$ cat config.mk
export PLATFORM = sky130hd
export DESIGN_NAME = hazard_unit
export DESIGN_NICKNAME = d
export VERILOG_FILES = /design/src/rtl/hazard_pkg.sv /design/src/rtl/hazard_unit_fwd_sel.sv /design/src/rtl/hazard_unit.sv
export SDC_FILE = /design/constraint.sdc
export NUM_CORES = 1
export LEC_CHECK = 0
export BUFFER_PORTS_ARGS = -buffer_cell sky130_fd_sc_hd__clkbuf_2
export CAP_MARGIN = 20
export CORE_MARGIN = 2
export CORE_UTILIZATION = 43
export DETAILED_ROUTE_END_ITERATION = 6
export HOLD_SLACK_MARGIN = 0.05
export PLACE_DENSITY = 0.78
export SYNTH_ARGS = -nofsm -noshare
export SYNTH_HDL_FRONTEND = slang
export SYNTH_SLANG_ARGS = --single-unit
$ cat constraint.sdc
create_clock -name clk -period 2 [get_ports clk]
set_input_delay 0.2 -clock clk [delete_from_list [all_inputs] [get_ports clk]]
set_output_delay 0.2 -clock clk [all_outputs]
set_load 0.005 [all_outputs]
$ cat src/rtl/hazard_pkg.sv
// Shared encodings for the RV32 hazard/stall controller.
package hazard_pkg;
  localparam logic [2:0] RESULT_MEM = 3'b001;

  localparam logic [1:0] FWD_RF = 2'b00;
  localparam logic [1:0] FWD_W  = 2'b01;
  localparam logic [1:0] FWD_M  = 2'b10;

  typedef enum logic {
    IDLE = 1'b0,
    WAIT = 1'b1
  } mem_state_t;
endpackage

$ cat src/rtl/hazard_unit_fwd_sel.sv
// Forwarding select for one E-stage source operand; M result wins over W.
module fwd_sel
  import hazard_pkg::*;
(
  input  logic [4:0] rs_i,
  input  logic [4:0] rd_m_i,
  input  logic [4:0] rd_w_i,
  input  logic       regwrite_m_i,
  input  logic       regwrite_w_i,
  output logic [1:0] sel_o
);
  always_comb begin
    sel_o = FWD_RF;
    if (rs_i != 5'd0 && regwrite_m_i && rs_i == rd_m_i)
      sel_o = FWD_M;
    else if (rs_i != 5'd0 && regwrite_w_i && rs_i == rd_w_i)
      sel_o = FWD_W;
  end
endmodule

$ cat src/rtl/hazard_unit.sv
// Hazard/stall controller: forwarding, load-use stall, redirect flush and dmem wait FSM.
// Optional perf counters are built when HAZARD_PERF_EN is defined.
module hazard_unit
  import hazard_pkg::*;
#(
  parameter int MEM_TIMEOUT = 16,
  parameter int CNT_W       = 8
) (
  input  logic       clk,
  input  logic       reset,
  input  logic [4:0] Rs1D,
  input  logic [4:0] Rs2D,
  input  logic [4:0] Rs1E,
  input  logic [4:0] Rs2E,
  input  logic [4:0] RdE,
  input  logic [4:0] RdM,
  input  logic [4:0] RdW,
  input  logic [2:0] ResultSrcE,
  input  logic [1:0] PCSrcE,
  input  logic       RegWriteM,
  input  logic       RegWriteW,
  input  logic       MemAccessM,
  input  logic       dmem_ready,
  output logic [1:0] ForwardAE,
  output logic [1:0] ForwardBE,
  output logic       StallF,
  output logic       StallD,
  output logic       StallE,
  output logic       StallM,
  output logic       FlushD,
  output logic       FlushE,
  output logic       FlushW,
  output logic       mem_timeout,
  output logic       mem_err
`ifdef HAZARD_PERF_EN
  ,
  output logic [31:0] stall_cycles,
  output logic [31:0] flush_count,
  output logic [31:0] load_use_count
`endif
);
  localparam logic [CNT_W-1:0] CNT_LAST = CNT_W'(MEM_TIMEOUT - 1);

  logic [1:0][4:0] rs_e;
  logic [1:0][1:0] fwd;

  assign rs_e = {Rs2E, Rs1E};

  generate
    for (genvar gi = 0; gi < 2; gi++) begin : g_fwd
      fwd_sel u_fwd (
        .rs_i        (rs_e[gi]),
        .rd_m_i      (RdM),
        .rd_w_i      (RdW),
        .regwrite_m_i(RegWriteM),
        .regwrite_w_i(RegWriteW),
        .sel_o       (fwd[gi])
      );
    end
  endgenerate

  assign ForwardAE = reset ? fwd[0] : FWD_RF;
  assign ForwardBE = reset ? fwd[1] : FWD_RF;

  mem_state_t       state_q, state_d;
  logic [CNT_W-1:0] cnt_q, cnt_d;
  logic             err_q, err_d;
  logic             timeout_pulse;
  logic             lw_stall, force_rel, mem_stall;
  logic             unused_pcsrc;

  assign unused_pcsrc = PCSrcE[1];

  assign lw_stall  = (ResultSrcE == RESULT_MEM) && (RdE != 5'd0) &&
                     (Rs1D == RdE || Rs2D == RdE);
  assign force_rel = (state_q == WAIT) && (cnt_q == CNT_LAST);
  assign mem_stall = MemAccessM && !dmem_ready && !force_rel;

  always_ff @(posedge clk) begin
    if (!reset) begin
      state_q <= IDLE;
      cnt_q   <= '0;
      err_q   <= 1'b0;
    end else begin
      state_q <= state_d;
      cnt_q   <= cnt_d;
      err_q   <= err_d;
    end
  end

  // Ready wins over a coincident forced release: that is a normal completion.
  always_comb begin
    state_d       = state_q;
    cnt_d         = cnt_q;
    err_d         = err_q;
    timeout_pulse = 1'b0;
    case (state_q)
      IDLE: begin
        if (MemAccessM && !dmem_ready) begin
          state_d = WAIT;
          cnt_d   = '0;
        end
      end
      WAIT: begin
        if (dmem_ready) begin
          state_d = IDLE;
          cnt_d   = '0;
        end else if (force_rel) begin
          state_d       = IDLE;
          cnt_d         = '0;
          err_d         = 1'b1;
          timeout_pulse = 1'b1;
        end else begin
          cnt_d = cnt_q + 1'b1;
        end
      end
      default: begin
        state_d = IDLE;
        cnt_d   = '0;
      end
    endcase
  end

  // A memory stall freezes everything and defers any redirect/load-use bubble.
  always_comb begin
    StallF = 1'b0;
    StallD = 1'b0;
    StallE = 1'b0;
    StallM = 1'b0;
    FlushD = 1'b0;
    FlushE = 1'b0;
    FlushW = 1'b0;
    if (reset) begin
      if (mem_stall) begin
        StallF = 1'b1;
        StallD = 1'b1;
        StallE = 1'b1;
        StallM = 1'b1;
        FlushW = 1'b1;
      end else begin
        StallF = lw_stall;
        StallD = lw_stall;
        FlushD = PCSrcE[0];
        FlushE = lw_stall | PCSrcE[0];
      end
    end
  end

  assign mem_timeout = reset & timeout_pulse;
  assign mem_err     = reset & err_q;

`ifdef HAZARD_PERF_EN
  logic [31:0] stall_q, stall_d;
  logic [31:0] flush_q, flush_d;
  logic [31:0] lu_q, lu_d;

  assign stall_d = stall_q + {31'd0, StallF};
  assign flush_d = flush_q + {31'd0, FlushD};
  assign lu_d    = lu_q + {31'd0, lw_stall & ~mem_stall};

  always_ff @(posedge clk) begin
    if (!reset) begin
      stall_q <= '0;
      flush_q <= '0;
      lu_q    <= '0;
    end else begin
      stall_q <= stall_d;
      flush_q <= flush_d;
      lu_q    <= lu_d;
    end
  end

  assign stall_cycles   = reset ? stall_q : 32'd0;
  assign flush_count    = reset ? flush_q : 32'd0;
  assign load_use_count = reset ? lu_q    : 32'd0;
`endif
endmodule

== Yosys cells after proc, flatten, opt, wreduce, memory -nomap -nowiden ==
Index checks and enable logic that the tools add are counted.
Widths: inputs -> output; s select.

* Memories kept: 0
* Flip-flop bits (word level): 10
* RAM bits: 0
* Bits in latches: 0
* Bits in read-only memories: 0
* Output and inout port bits: 13

* Divide/modulo/power cells: 0
* Bitwise gates (word level): 5
* Multiplexer cells: 25
* Shift operators: 0
* Add/sub/neg operators: 1
* Magnitude comparators: 0
* Equal/unequal tests: 9
* Reductions and logical operators: 20
* Multipliers: 0

{| class="wikitable"
|+ Operators by type and width
! kind !! number
|-
| $eq 5x5->1 || 6
|-
| $mux 8 || 3
|-
| $mux 1 || 16
|-
| $pmux 8 s2 || 1
|-
| $reduce_bool 5->1 || 3
|-
| $logic_and 1x1->1 || 13
|-
| $add 8x1->8 const B || 1
|-
| $eq 8x4->1 const B || 1
|-
| $mux 2 || 4
|-
| $eq 3x1->1 const B || 1
|-
| $reduce_and 3->1 || 1
|-
| $and 1x1->1 || 2
|-
| $logic_not 1->1 || 2
|-
| $ne 2x2->1 const B || 1
|-
| $not 1->1 || 2
|-
| $pmux 1 s2 || 1
|-
| $logic_or 1x1->1 || 1
|-
| $or 1x1->1 || 1
|}

== Longest topological paths before layout ==
* Word-level depth: 6
* Mapped depth: 7

== By module ==
Synthesis repeated with hierarchy kept, for this count alone.

* Cell total of the unflattened synthesis: 129
* Area total of the unflattened synthesis: 1037.2 µm²

{| class="wikitable"
|+ Modules (own cells, without submodules)
! module !! area each (µm²) !! cells an instance !! times used
|-
| hazard_unit || 759.5 || 93 || 1
|-
| fwd_sel || 138.9 || 18 || 2
|}

== Least setup slack after synthesis ==
OpenSTA, ideal clock, no wires.

* Path type: register to output
* Start: register cnt_q[0]
* End: output StallF
* Path slack: 0.274 ns
* Required time: 1.800 ns
* Cell stages (with the launch flop): 8
* Arrival time: 1.526 ns
* Cells stage by stage: dfxtp_1 -> ha_1 -> and3_4 -> buf_6 -> a31oi_1 -> and2_1 -> o21bai_1 -> buf_4

* Cells in the longest elaborated chain, start to end: 6

{| class="wikitable"
|+ RTL lines
! item !! RTL line !! text
|-
| start, declared || hazard_unit.sv:66 || <nowiki>logic [CNT_W-1:0] cnt_q, cnt_d;</nowiki>
|-
| start signal, assigned || hazard_unit.sv:86 || <nowiki>cnt_q <= cnt_d;</nowiki>
|-
| $eq 8x4->1 || hazard_unit.sv:76 || <nowiki>assign force_rel = (state_q == WAIT) && (cnt_q == CNT_LAST);</nowiki>
|-
| $logic_and 1x1->1 || hazard_unit.sv:76 ||
|-
| $logic_not 1->1 || hazard_unit.sv:77 || <nowiki>assign mem_stall = MemAccessM && !dmem_ready && !force_rel;</nowiki>
|-
| $logic_and 1x1->1 || hazard_unit.sv:77 ||
|-
| $mux 1 (2 in a row) || n/a ||
|-
| end, declared || hazard_unit.sv:26 || <nowiki>output logic StallF,</nowiki>
|}

No other way between the ends.

== Worst setup path after layout ==
* Start: register cnt_q[4]
* End: output StallF

* Cells in the longest elaborated chain, start to end: 6

{| class="wikitable"
|+ RTL lines
! item !! RTL line !! text
|-
| $eq 8x4->1 || hazard_unit.sv:76 ||
|-
| $logic_and 1x1->1 || hazard_unit.sv:76 ||
|-
| $logic_not 1->1 || hazard_unit.sv:77 ||
|-
| $logic_and 1x1->1 || hazard_unit.sv:77 ||
|-
| $mux 1 || hazard_unit.sv:134 || <nowiki>if (mem_stall) begin</nowiki>
|-
| $mux 1 || hazard_unit.sv:133 || <nowiki>if (reset) begin</nowiki>
|}

No other way between the ends.

==> reports/metrics.cfg <==
[status]
status=complete, no violations

[pwr]
p_sw_uw=152
switching_share=0.299
clkPwrFrac=0.269
finalPower_uw=509
leakagePower_uw=0.000605
ir_drop_uv=283
pwr-share-comb=0.332
internal_power_uw=357
seqPwrFrac=0.400
power.density_nw_per_um2=372

[global_routing]
grt_max_degree=11
grt_use_total=0.199
antenna_found_initial=0
grt-ovfl-total=0
grt_pass1_vias=982
grt_first_pass_wirelength_um=4130

[timing]
tightest_slew_ps=365
hold_viol=0
maxSlewViolCount=0
finalCriticalPeriod_ps=1900
skew_ps=0.918
setup_tns_ps=0
final-setup-viol-count=0
max_slew_margin=0.755
max_clock_freq_mhz=526
fin_crit_sh=0.951

[cts]
h-tree-depth=1
cts_tree=done
cts.sinks=10
clkLatencyLatePin_ps=260
clk_pin_slew_ps=60
clockBufferDepth=2
cts_made_buffers=3
hold_buffers=0
root_buffer=clkbuf_4

[worst_setup_path]
startpoint_type=flip-flop
critPathMaxStageDelay_ps=430
critPathArrivalTime_ps=1700
cp-end-kind=output pin
worst_r2r_path_depth=5
timing.critical_path.cells=nor4_4 -> a31oi_4 -> and2_4 -> o21bai_1 -> buf_2
r2r_slack_ps=440
cp_top_family=simple AND/OR/NAND/NOR gates
path_class=flip-flop to output pin
r2r_end=cnt_q[7]
worst-path-buf-inv=1
crit_required_ps=1800
reg2reg_from=cnt_q[0]
cp_max_fo=6
cp_slowest_cell=nor4_4

[floorplanning]
die-area_um2=2810
io_pins=59
core_area_um2=2230
start_util=0.463
die_y_um=53.1
die_x_um=53.1
rows=17

[worst_hold_path]
hold_class=primary input to flip-flop
worstHoldEndpoint=state_q
min_path_cells=2
hp-start=reset

[logic_synthesis]
ys_ff_latch=10
synth_area_um2=1030
ys_warn_count=0
synth_edf_count=0
seq_area_frac_synth=0.193
synth_ff_type=dfxtp_1
synthArstFlopShare=0
synth_top_area_share=0.193
synth_cells=117
synth.area.top_cells=dfxtp_1 19%, xnor2_1 14%, xor2_1 12%
synth_cell_type_count=46
synth_nets=164
synth_top_area_cell=dfxtp_1
synth_most_common_cell=xnor2_1
ys_top_cells_by_count=16 x xnor2_1, 14 x xor2_1, 10 x dfxtp_1
avgSynthCellArea_um2=8.84

[routing]
drt_first_pass_iters=4
drc_errors=0
vias=1063
first_iter_violations=21
final_antenna_net_count=0
wl_um=2580
wl_per_cell_um=12.8
routed_via_density=5.29

[finish]
design_area_um2=1370
syn2layout_area_growth_pct=32.0
fin_nets=222
layout-drive-gt1-share=0.457
diodes=0
fill_cells=213
final_util=0.612
instances_no_fill=201

[placed_design]
postPlaceCellArea_um2=1320
dp_cells=197
gp_congestion=0.791
dp_hpwl_um=2180
io_buffer_count=57

[run]
maxCapViolations=0

[metrics by stage]
stage	hold slack, ps	worst slack [ps]
finish	271	98.2
global route	269	-15.0
CTS	268	21.0
detailed placement	510	234
global placement	487	301
floorplan	461	274
[sequential cells by signal, summed over array words and instances, names as in the netlist]
register / cells
cnt_q: 8
err_q: 1
state_q: 1
[how the worst max path moves through the flow]
stage,from,end,slack [ps],depth (start not counted)
final,cnt_q[4],StallF,100,5
after global placement,cnt_q[0],StallD,300,6
after CTS,cnt_q[0],StallF,20,6
after global routing,cnt_q[4],FlushE,-20,5
after floorplan,cnt_q[0],StallF,270,7
after detailed placement,cnt_q[0],StallF,230,6
[cells by family (layout without fill, tap and decap cells)]
family                   Yosys count  count (layout)  synth area share
AO/OA/AOI/OAI                     22              22             0.162
adder cells (fa/ha/maj)            1               1            0.0121
multiplexers                       1               1            0.0109
XOR/XNOR                          30              30             0.254
flip-flops                        10              10             0.193
AND/OR/NAND/NOR                   46              46             0.323
buffers and inverters              7              63            0.0447
[routing by layer]
layer / track usage / vias up / part of all wire
met4: 0.0726 / 0 / 0.010
li1: - / 547 / -
met5: 0 / - / 0
met2: 0.348 / 42 / 0.52
met1: 0.232 / 469 / 0.40
met3: 0.0508 / 5 / 0.074
[what timing repair did]
action | in CTS | in global routing
setup endpoints to repair | 2 | 3
setup buffers | 0 | 1
gates cloned | 0 | 0
gates resized for setup | 1 | 4
pin swaps | 0 | 1
[power by group through the flow]
stage	combinational, uW	clock (uW)	sequential, uW
CTS	168	139	203
detailed placement	167	0	207
finish	169	137	203
global placement	162	0	207
floorplan	88.9	0	207
global route	186	160	204
[layout make-up]
class | instances | area (um2) | area share
Multi-Input combinational cell | 100 | 808 | 0.592
Timing Repair Buffer | 58 | 293 | 0.214
Sequential cell | 10 | 200 | 0.147
Tap cell | 28 | 35.0 | 0.0256
Clock buffer | 3 | 22.5 | 0.0165
Inverter | 2 | 7.51 | 0.00549
[placed cells by master, fill, tap and decap left out, types with 2 or more instances in the layout]
cell type,count
a21oi_1,5
clkbuf_4,3
a41oi_1,2
and2_1,2
o211a_1,2
xor2_1,14
or4_4,2
clkbuf_2,56
a311oi_1,3
nor2_4,2
nand2b_1,2
dfxtp_1,10
nor4_2,4
nor3_1,4
nor2_1,4
nand2_1,4
and3_1,2
nand4_1,4
xnor2_1,16
nand3_1,4
(Power assumes the default switching activity.)
